## src/rtl/interval_timer_ctrl_if.sv

```systemverilog
// Control/status bundle between the workout state machine (master) and the
// interval timer (slave).
interface interval_timer_ctrl_if #(
    parameter int SEC_W = 8
);
    logic             start_timer;
    logic [1:0]       phase;
    logic [SEC_W-1:0] work_secs;
    logic [SEC_W-1:0] rest_secs;
    logic             pause;
    logic             time_done;
    logic             sec_tick;
    logic [SEC_W-1:0] secs_left;
    logic             running;
    logic             warn;

    modport master (
        output start_timer, phase, work_secs, rest_secs, pause,
        input  time_done, sec_tick, secs_left, running, warn
    );

    modport slave (
        input  start_timer, phase, work_secs, rest_secs, pause,
        output time_done, sec_tick, secs_left, running, warn
    );
endinterface

```

## src/rtl/interval_timer_ctrl.sv

```systemverilog
// Interval countdown for the workout sequencer: loads the phase's duration,
// prescales clk to 1 s ticks, supports pause/skip/abort and pulses on expiry.
module interval_timer_ctrl #(
    parameter int TICKS_PER_SEC = 50_000_000,
    parameter int SEC_W         = 8
) (
    input  logic                 clk,
    input  logic                 reset_n,
    interval_timer_ctrl_if.slave tmr
);
    localparam int               PRE_W   = $clog2(TICKS_PER_SEC);
    localparam logic [PRE_W-1:0] PRE_MAX = PRE_W'(TICKS_PER_SEC - 1);
    localparam logic [1:0]       PH_WORK = 2'b01;
    localparam logic [1:0]       PH_REST = 2'b10;

    typedef enum logic [2:0] {
        S_IDLE,
        S_LOAD,
        S_RUN,
        S_PAUSED,
        S_EXPIRED
    } state_t;

    state_t           state_q, state_d;
    logic [PRE_W-1:0] presc_q, presc_d;
    logic [SEC_W-1:0] secs_q, secs_d;
    logic [1:0]       phase_q, phase_d;
    logic             done_q, done_d;
    logic             tick_q, tick_d;
    logic             phase_valid;
    logic             active;
    logic [SEC_W-1:0] load_val;

    function automatic logic [SEC_W-1:0] sat_dec(input logic [SEC_W-1:0] v);
        return (v == '0) ? '0 : v - SEC_W'(1);
    endfunction

    assign phase_valid = (tmr.phase == PH_WORK) || (tmr.phase == PH_REST);
    assign load_val    = (tmr.phase == PH_WORK) ? tmr.work_secs : tmr.rest_secs;

    always_comb begin
        state_d = state_q;
        presc_d = presc_q;
        secs_d  = secs_q;
        phase_d = phase_q;
        done_d  = 1'b0;
        tick_d  = 1'b0;
        case (state_q)
            S_IDLE: begin
                secs_d = '0;
                if (tmr.start_timer && phase_valid) state_d = S_LOAD;
            end
            S_LOAD: begin
                phase_d = tmr.phase;
                secs_d  = load_val;
                presc_d = '0;
                if (load_val == '0) begin
                    state_d = S_EXPIRED;
                    done_d  = 1'b1;
                end else if (tmr.pause) begin
                    state_d = S_PAUSED;
                end else begin
                    state_d = S_RUN;
                end
            end
            S_RUN, S_PAUSED: begin
                // A PAUSED cycle with pause released counts like RUN, so the
                // countdown only stalls for cycles where pause is actually high.
                if (!tmr.start_timer) begin
                    state_d = S_IDLE;
                    secs_d  = '0;
                end else if (tmr.phase != phase_q) begin
                    state_d = S_LOAD;
                end else if (tmr.pause) begin
                    state_d = S_PAUSED;
                end else begin
                    state_d = S_RUN;
                    if (presc_q == PRE_MAX) begin
                        presc_d = '0;
                        tick_d  = (secs_q != '0);
                        secs_d  = sat_dec(secs_q);
                        if (secs_q <= SEC_W'(1)) begin
                            state_d = S_EXPIRED;
                            done_d  = (secs_q == SEC_W'(1));
                        end
                    end else begin
                        presc_d = presc_q + PRE_W'(1);
                    end
                end
            end
            S_EXPIRED: begin
                secs_d = '0;
                if (!tmr.start_timer || !phase_valid) state_d = S_IDLE;
                else if (tmr.phase != phase_q)       state_d = S_LOAD;
            end
            default: begin
                state_d = S_IDLE;
                secs_d  = '0;
            end
        endcase
    end

    always_ff @(posedge clk or negedge reset_n) begin
        if (!reset_n) begin
            state_q <= S_IDLE;
            presc_q <= '0;
            secs_q  <= '0;
            phase_q <= '0;
            done_q  <= 1'b0;
            tick_q  <= 1'b0;
        end else begin
            state_q <= state_d;
            presc_q <= presc_d;
            secs_q  <= secs_d;
            phase_q <= phase_d;
            done_q  <= done_d;
            tick_q  <= tick_d;
        end
    end

    assign active        = (state_q == S_RUN) || (state_q == S_PAUSED);
    assign tmr.running   = active;
    assign tmr.warn      = active && (secs_q != '0) && (secs_q <= SEC_W'(3));
    assign tmr.time_done = done_q;
    assign tmr.sec_tick  = tick_q;
    assign tmr.secs_left = secs_q;
endmodule

```

## src/flat_wrapper.sv

```systemverilog
// flat-port wrapper written by rule: the top's interface ports become plain ports
module interval_timer_ctrl_flat 
#(
    parameter int TICKS_PER_SEC = 50_000_000,
    parameter int SEC_W         = 8
)
  (clk, reset_n, tmr_start_timer, tmr_phase, tmr_work_secs, tmr_rest_secs, tmr_pause, tmr_time_done, tmr_sec_tick, tmr_secs_left, tmr_running, tmr_warn);
  interval_timer_ctrl_if #(.SEC_W(SEC_W)) tmr_i ();
  input  logic clk;
  input  logic reset_n;
  input wire logic [$bits(tmr_i.start_timer)-1:0] tmr_start_timer;
  input wire logic [$bits(tmr_i.phase)-1:0] tmr_phase;
  input wire logic [$bits(tmr_i.work_secs)-1:0] tmr_work_secs;
  input wire logic [$bits(tmr_i.rest_secs)-1:0] tmr_rest_secs;
  input wire logic [$bits(tmr_i.pause)-1:0] tmr_pause;
  output wire logic [$bits(tmr_i.time_done)-1:0] tmr_time_done;
  output wire logic [$bits(tmr_i.sec_tick)-1:0] tmr_sec_tick;
  output wire logic [$bits(tmr_i.secs_left)-1:0] tmr_secs_left;
  output wire logic [$bits(tmr_i.running)-1:0] tmr_running;
  output wire logic [$bits(tmr_i.warn)-1:0] tmr_warn;
  assign tmr_i.start_timer = tmr_start_timer;
  assign tmr_i.phase = tmr_phase;
  assign tmr_i.work_secs = tmr_work_secs;
  assign tmr_i.rest_secs = tmr_rest_secs;
  assign tmr_i.pause = tmr_pause;
  assign tmr_time_done = tmr_i.time_done;
  assign tmr_sec_tick = tmr_i.sec_tick;
  assign tmr_secs_left = tmr_i.secs_left;
  assign tmr_running = tmr_i.running;
  assign tmr_warn = tmr_i.warn;
  interval_timer_ctrl #(.TICKS_PER_SEC(TICKS_PER_SEC), .SEC_W(SEC_W)) u_core (.clk(clk), .reset_n(reset_n), .tmr(tmr_i));
endmodule
```

## config.mk

```make
export PLATFORM = sky130hd
export DESIGN_NAME = interval_timer_ctrl_flat
export DESIGN_NICKNAME = d
export VERILOG_FILES = /design/src/rtl/interval_timer_ctrl_if.sv /design/src/rtl/interval_timer_ctrl.sv /design/src/flat_wrapper.sv
export SDC_FILE = /design/constraint.sdc
export NUM_CORES = 1
export LEC_CHECK = 0
export ABC_AREA = 1
export CAP_MARGIN = 20
export CORE_ASPECT_RATIO = 0.9
export CORE_MARGIN = 2
export CORE_UTILIZATION = 56
export CTS_BUF_LIST = sky130_fd_sc_hd__clkbuf_2
export DETAILED_ROUTE_END_ITERATION = 8
export PLACE_DENSITY = 0.77
export SYNTH_ARGS = -nofsm -noshare
export SYNTH_HDL_FRONTEND = slang
export SYNTH_SLANG_ARGS = --single-unit
```

## constraint.sdc

```tcl
create_clock -name clk -period 2.5 [get_ports clk]
set_input_delay 0.5 -clock clk [delete_from_list [all_inputs] [get_ports clk]]
set_output_delay 0.5 -clock clk [all_outputs]
set_load 0.1 [all_outputs]
```

# After elaboration in Yosys (flattened, before gate mapping)
# Index checks and enable logic that the tools add are counted.
# totals
ff_bits,41
output_inout_bits,12
input_bits,22
# op_classes
n_eq_ne,17
muxes,35
addsub,2
magnitude_cmp,2
reduce_logical,17
# ops
cell,n
26-bit 2-to-1 mux,4
26-bit case mux with 2 select lines,1
8-bit 2-to-1 mux,6
3-bit 2-to-1 mux,9
26-bit by 1-bit adder with 26-bit output (second input constant),1
26-bit equality test (second input constant),1
8-bit zero test,2
8-bit case mux with 2 select lines,1
1-bit 2-to-1 mux,12
3-bit case mux with 4 select lines,1
8-bit by 1-bit equality test with 1-bit output (second input constant),1
8-bit by 1-bit <= comparator with 1-bit output (second input constant),1
8-bit by 2-bit <= comparator with 1-bit output (second input constant),1
8-bit nonzero test,1
8-bit by 1-bit subtractor with 8-bit output (second input constant),1
3-bit by 2-bit equality test with 1-bit output (second input constant),2
2-bit inequality test (second input constant),3
3-bit inequality test (second input constant),2
4-bit AND reduction,1
3-bit by 1-bit equality test with 1-bit output (second input constant),1
3-bit equality test (second input constant),1
1-bit logical AND,3
3-bit zero test,1
1-bit logical OR,3
12 further kinds,13

# Logic depth before layout (Yosys ltp)
# logic_depth
depth_word,7
ltp_mapped,11
depth_no_buf,11

# Worst setup path before layout
# No wires, ideal clock.
# synth_timing
path_kind,register to output
from,"register u_core.secs_q[0], in the netlist u_core.tmr.secs_left[0]"
to,output port tmr_warn
n_path_buf,0
required_time_ns,2.000
t_arrival_ns,4.380
slack_ns,-2.380
stages_incl_launch_ff,4
path_cell_list,dfrtp_1 -> inv_1 -> ha_1 -> nor4_1
# synth_via
elab_chain_cells,3
elab_cells_between_ends,4
cone_classes,order compare (1); reduce/logical (3)
# synth_rtl
item,line_no,source
start: declaration,interval_timer_ctrl.sv:26,"logic [SEC_W-1:0] secs_q, secs_d;"
start signal: assignment,interval_timer_ctrl.sv:114,secs_q <= secs_d;
"parallel branches: the longest is 2 deep, another holds 8-bit by 2-bit <= comparator with 1-bit output",-,
1-bit logical AND *,interval_timer_ctrl.sv:123,assign tmr.warn = active && (secs_q != '0) && (secs_q <= SEC_W'(3));
end: declaration,flat_wrapper.sv:20,output wire logic [$bits(tmr_i.warn)-1:0] tmr_warn;
# Every way passes the cells marked *.

# Worst setup path in the final report
# layout_timing
from,register u_core.state_q[2]
to,output port tmr_running
# layout_via
elab_chain_cells,2
elab_cells_between_ends,3
cone_classes,eq/ne (2); reduce/logical (1)
# layout_rtl
item,line_no,source
start: declaration,interval_timer_ctrl.sv:24,"state_t state_q, state_d;"
start signal: assignment,interval_timer_ctrl.sv:112,state_q <= state_d;
3-bit by 2-bit equality test with 1-bit output,interval_timer_ctrl.sv:121,assign active = (state_q == S_RUN) || (state_q == S_PAUSED);
1-bit logical OR *,interval_timer_ctrl.sv:121,
end: declaration,flat_wrapper.sv:19,output wire logic [$bits(tmr_i.running)-1:0] tmr_running;
# Mark *: on every way between the ends. The rest lies on a longest branch, timed or not.

==> flow_summary.toml <==
[sta]
setup_viol = 0
period_share = 0.9286
holdWs_ns = 0.006383
fin_setup_tns_ns = 0
maxSlewHeadroom = 0.6596
slew_violations = 0
worst_slack_ns = 0.1785
rsz0062_at_grt = "false"
skew_ns = 0.009224
hold_viol = 0
tightest_slew_ns = 0.5107
fmax_ghz = 0.4308
period_minus_slack_ns = 2.322

[pwr]
power.density_nw_per_um2 = 839.1
max-vdd-ir-drop_mv = 0.4733
leakage_nw = 1.681
power_mw = 2.923

[global_route]
grt.overflow.total = 0
antenna_found_initial = 0
grt_use_total = 0.2697
grt_max_degree = 24
grt_first_pass_wirelength_um = 12460
first_global_vias = 2786

[logic_synthesis]
syn_area_sq_um = 3017
ys.flop_type = "dfrtp_1"
synth-async-reset-ratio = 1.000
avgSynthCellArea_sq_um = 6.645
yosysSeqAreaShare = 0.3401
syn_nets = 481
synth.largest_area_cell = "dfrtp_1"
synth_enable_flop_cells = 0
synth.top_cell.area_share = 0.3401
ys_types = 37
ys.warnings.count = 0
netlist_instances = 454
ys_seq_elements = 41
synth.area.top_cells = "dfrtp_1, nand2_1, nor2_1"

[route]
vias = 3019
drtIter0Drc = 232
drt_pre_antenna_iters = 5
highest_layer = "met4"
met1_length_um = 3426
drt_wl_total_um = 7481
ant_nets = 0
viasPerCell = 5.391
route.detailed.drc = 0
route.detailed.wl_per_inst_um = 13.36
met3_length_um = 545
routed-wl-met2_um = 3397

[die]
ioPinCount = 34
dieArea_sq_um = 5991
core_sq_um = 5224
die_x_um = 81.37
die_y_um = 73.63
start_util = 0.5775
rows = 25

[cts]
cts_made_buffers = 5
clk_pin_slew_ns = 0.23
cts_resized = 0
cts.htree.levels = 2
clk_latency_ns = 0.41
clock_sinks = 41
cts_tree = "built"
ctsHoldBuffers = 0
clockRootBuffer = "clkbuf_2"
cts_buffer_depth = 2
cts_setup_buffers = 0

[layout]
antenna_cells = 0
fillCellCount = 472
synthToLayoutAreaGrowth_pct = 15.47
nets = 519
post-route-util = 0.6668
fin_cells = 560
fin_area_sq_um = 3483
drive_above_1_share = 0.1521

[worst_setup_path]
worstSetupPathType = "reg -> out"
timing.rr.end = "u_core.presc_q[3]$_DFFE_PN0P_"
worstSetupEndpointType = "output pin"
crit_path_max_fanout = 9
reg2reg_depth = 10
worst_ep_arrival_time_ns = 1.82
crit_start = "u_core.state_q[2]$_DFFE_PN0P_"
r2r_slack_ns = 0.62
r2r-start = "u_core.presc_q[0]$_DFFE_PN0P_"
crit_required_ns = 2.00
worstSetupStartpointType = "register"

[status]
run_status = "completed"

[place]
routabilityCongestion = 0.9022
port_buffers = 33
pre_cts_ws_ns = 0.2173
dp_hpwl_um = 5781
dpl.cell_count = 552
dpl_cell_area_sq_um = 3437

[job]
drv_cap = 0

[worst_hold_path]
hp-class = "in -> async"
## synthesized netlist by cell type, types with 3 or more instances
library cell / instances
nand2_1: 136
nor2_1: 70
inv_1: 55
dfrtp_1: 41
nand3_1: 32
nand4_1: 17
o21ai_0: 17
nor2_2: 10
a21oi_1: 9
xor2_1: 6
ha_1: 5
inv_2: 5
nand2_2: 5
nor3_1: 5
o21bai_1: 5
o22ai_1: 5
nor2_4: 3
## cell families after synthesis
family	share of synthesized area
AND/OR/NAND/NOR	0.4218
buffers and inverters	0.1066
AO/OA/AOI/OAI	0.09042
flip-flops	0.3401
XOR/XNOR	0.02032
adder cells (fa/ha/maj)	0.02074
## state kept, by name, indices dropped and copies added (netlist names)
signal / flops
u_core.state_q: 3
u_core.phase_q: 2
u_core.tmr.secs_left: 8
u_core.tmr.sec_tick: 1
u_core.presc_q: 26
u_core.tmr.time_done: 1
## power breakdown
part	switching (mW)	internal, mW
Sequential	0.106	0.776
Combinational	1.25	0.489
Clock	0.240	0.0653
## cell type report
class | instances | area, sq um | area share
Inverter | 62 | 241.5 | 0.06932
Multi-Input combinational cell | 343 | 1692 | 0.4856
Tap cell | 67 | 83.83 | 0.02407
Sequential cell | 41 | 1046 | 0.3003
Clock buffer | 5 | 25.02 | 0.007184
Clock inverter | 3 | 17.52 | 0.005029
Timing Repair Buffer | 39 | 377.9 | 0.1085
## worst max-delay path by stage
stage / to / slack, ns / cells after the start
after global routing: tmr_warn / 0.06 / 4
after floorplan: tmr_warn / 0.0006 / 3
final: tmr_running / 0.18 / 4
after CTS: tmr_running / 0.12 / 4
after global placement: u_core.state_q[0]$_DFFE_PN0P_ / 0.29 / 9
after detailed placement: u_core.state_q[0]$_DFFE_PN0P_ / 0.22 / 9
## layout by cell type, fill, tap and decap left out, drive strengths merged, types with 2 or more instances in the layout
| master | Yosys | final |
|---|---|---|
| nand3 | 34 | 34 |
| clkinv | 2 | 3 |
| nand2 | 143 | 143 |
| buf | 8 | 19 |
| dfrtp | 41 | 41 |
| inv | 60 | 60 |
| xor2 | 6 | 6 |
| clkinvlp | 0 | 2 |
| o21ai | 19 | 19 |
| o22ai | 6 | 6 |
| nand4 | 19 | 19 |
| o21bai | 5 | 5 |
| clkbuf | 0 | 5 |
| clkdlybuf4s50 | 0 | 20 |
| a21oi | 10 | 10 |
| nor3 | 5 | 5 |
| a31oi | 2 | 2 |
| ha | 5 | 5 |
| nor2 | 83 | 83 |
## layer usage
layer	up-vias	global-route usage
met1	1368	0.3693
met4	0	0.07721
met5	-	0
met2	104	0.4390
met3	16	0.04791
li1	1531	-
## worst max-delay path, cell delays in order, from the launching register on
cell and delay [ns]:
dfrtp_1 0.44, inv_2 0.07, nand2_1 0.28, clkinvlp_4 0.36, buf_12 0.26
Power figures use the tool's default switching activity.
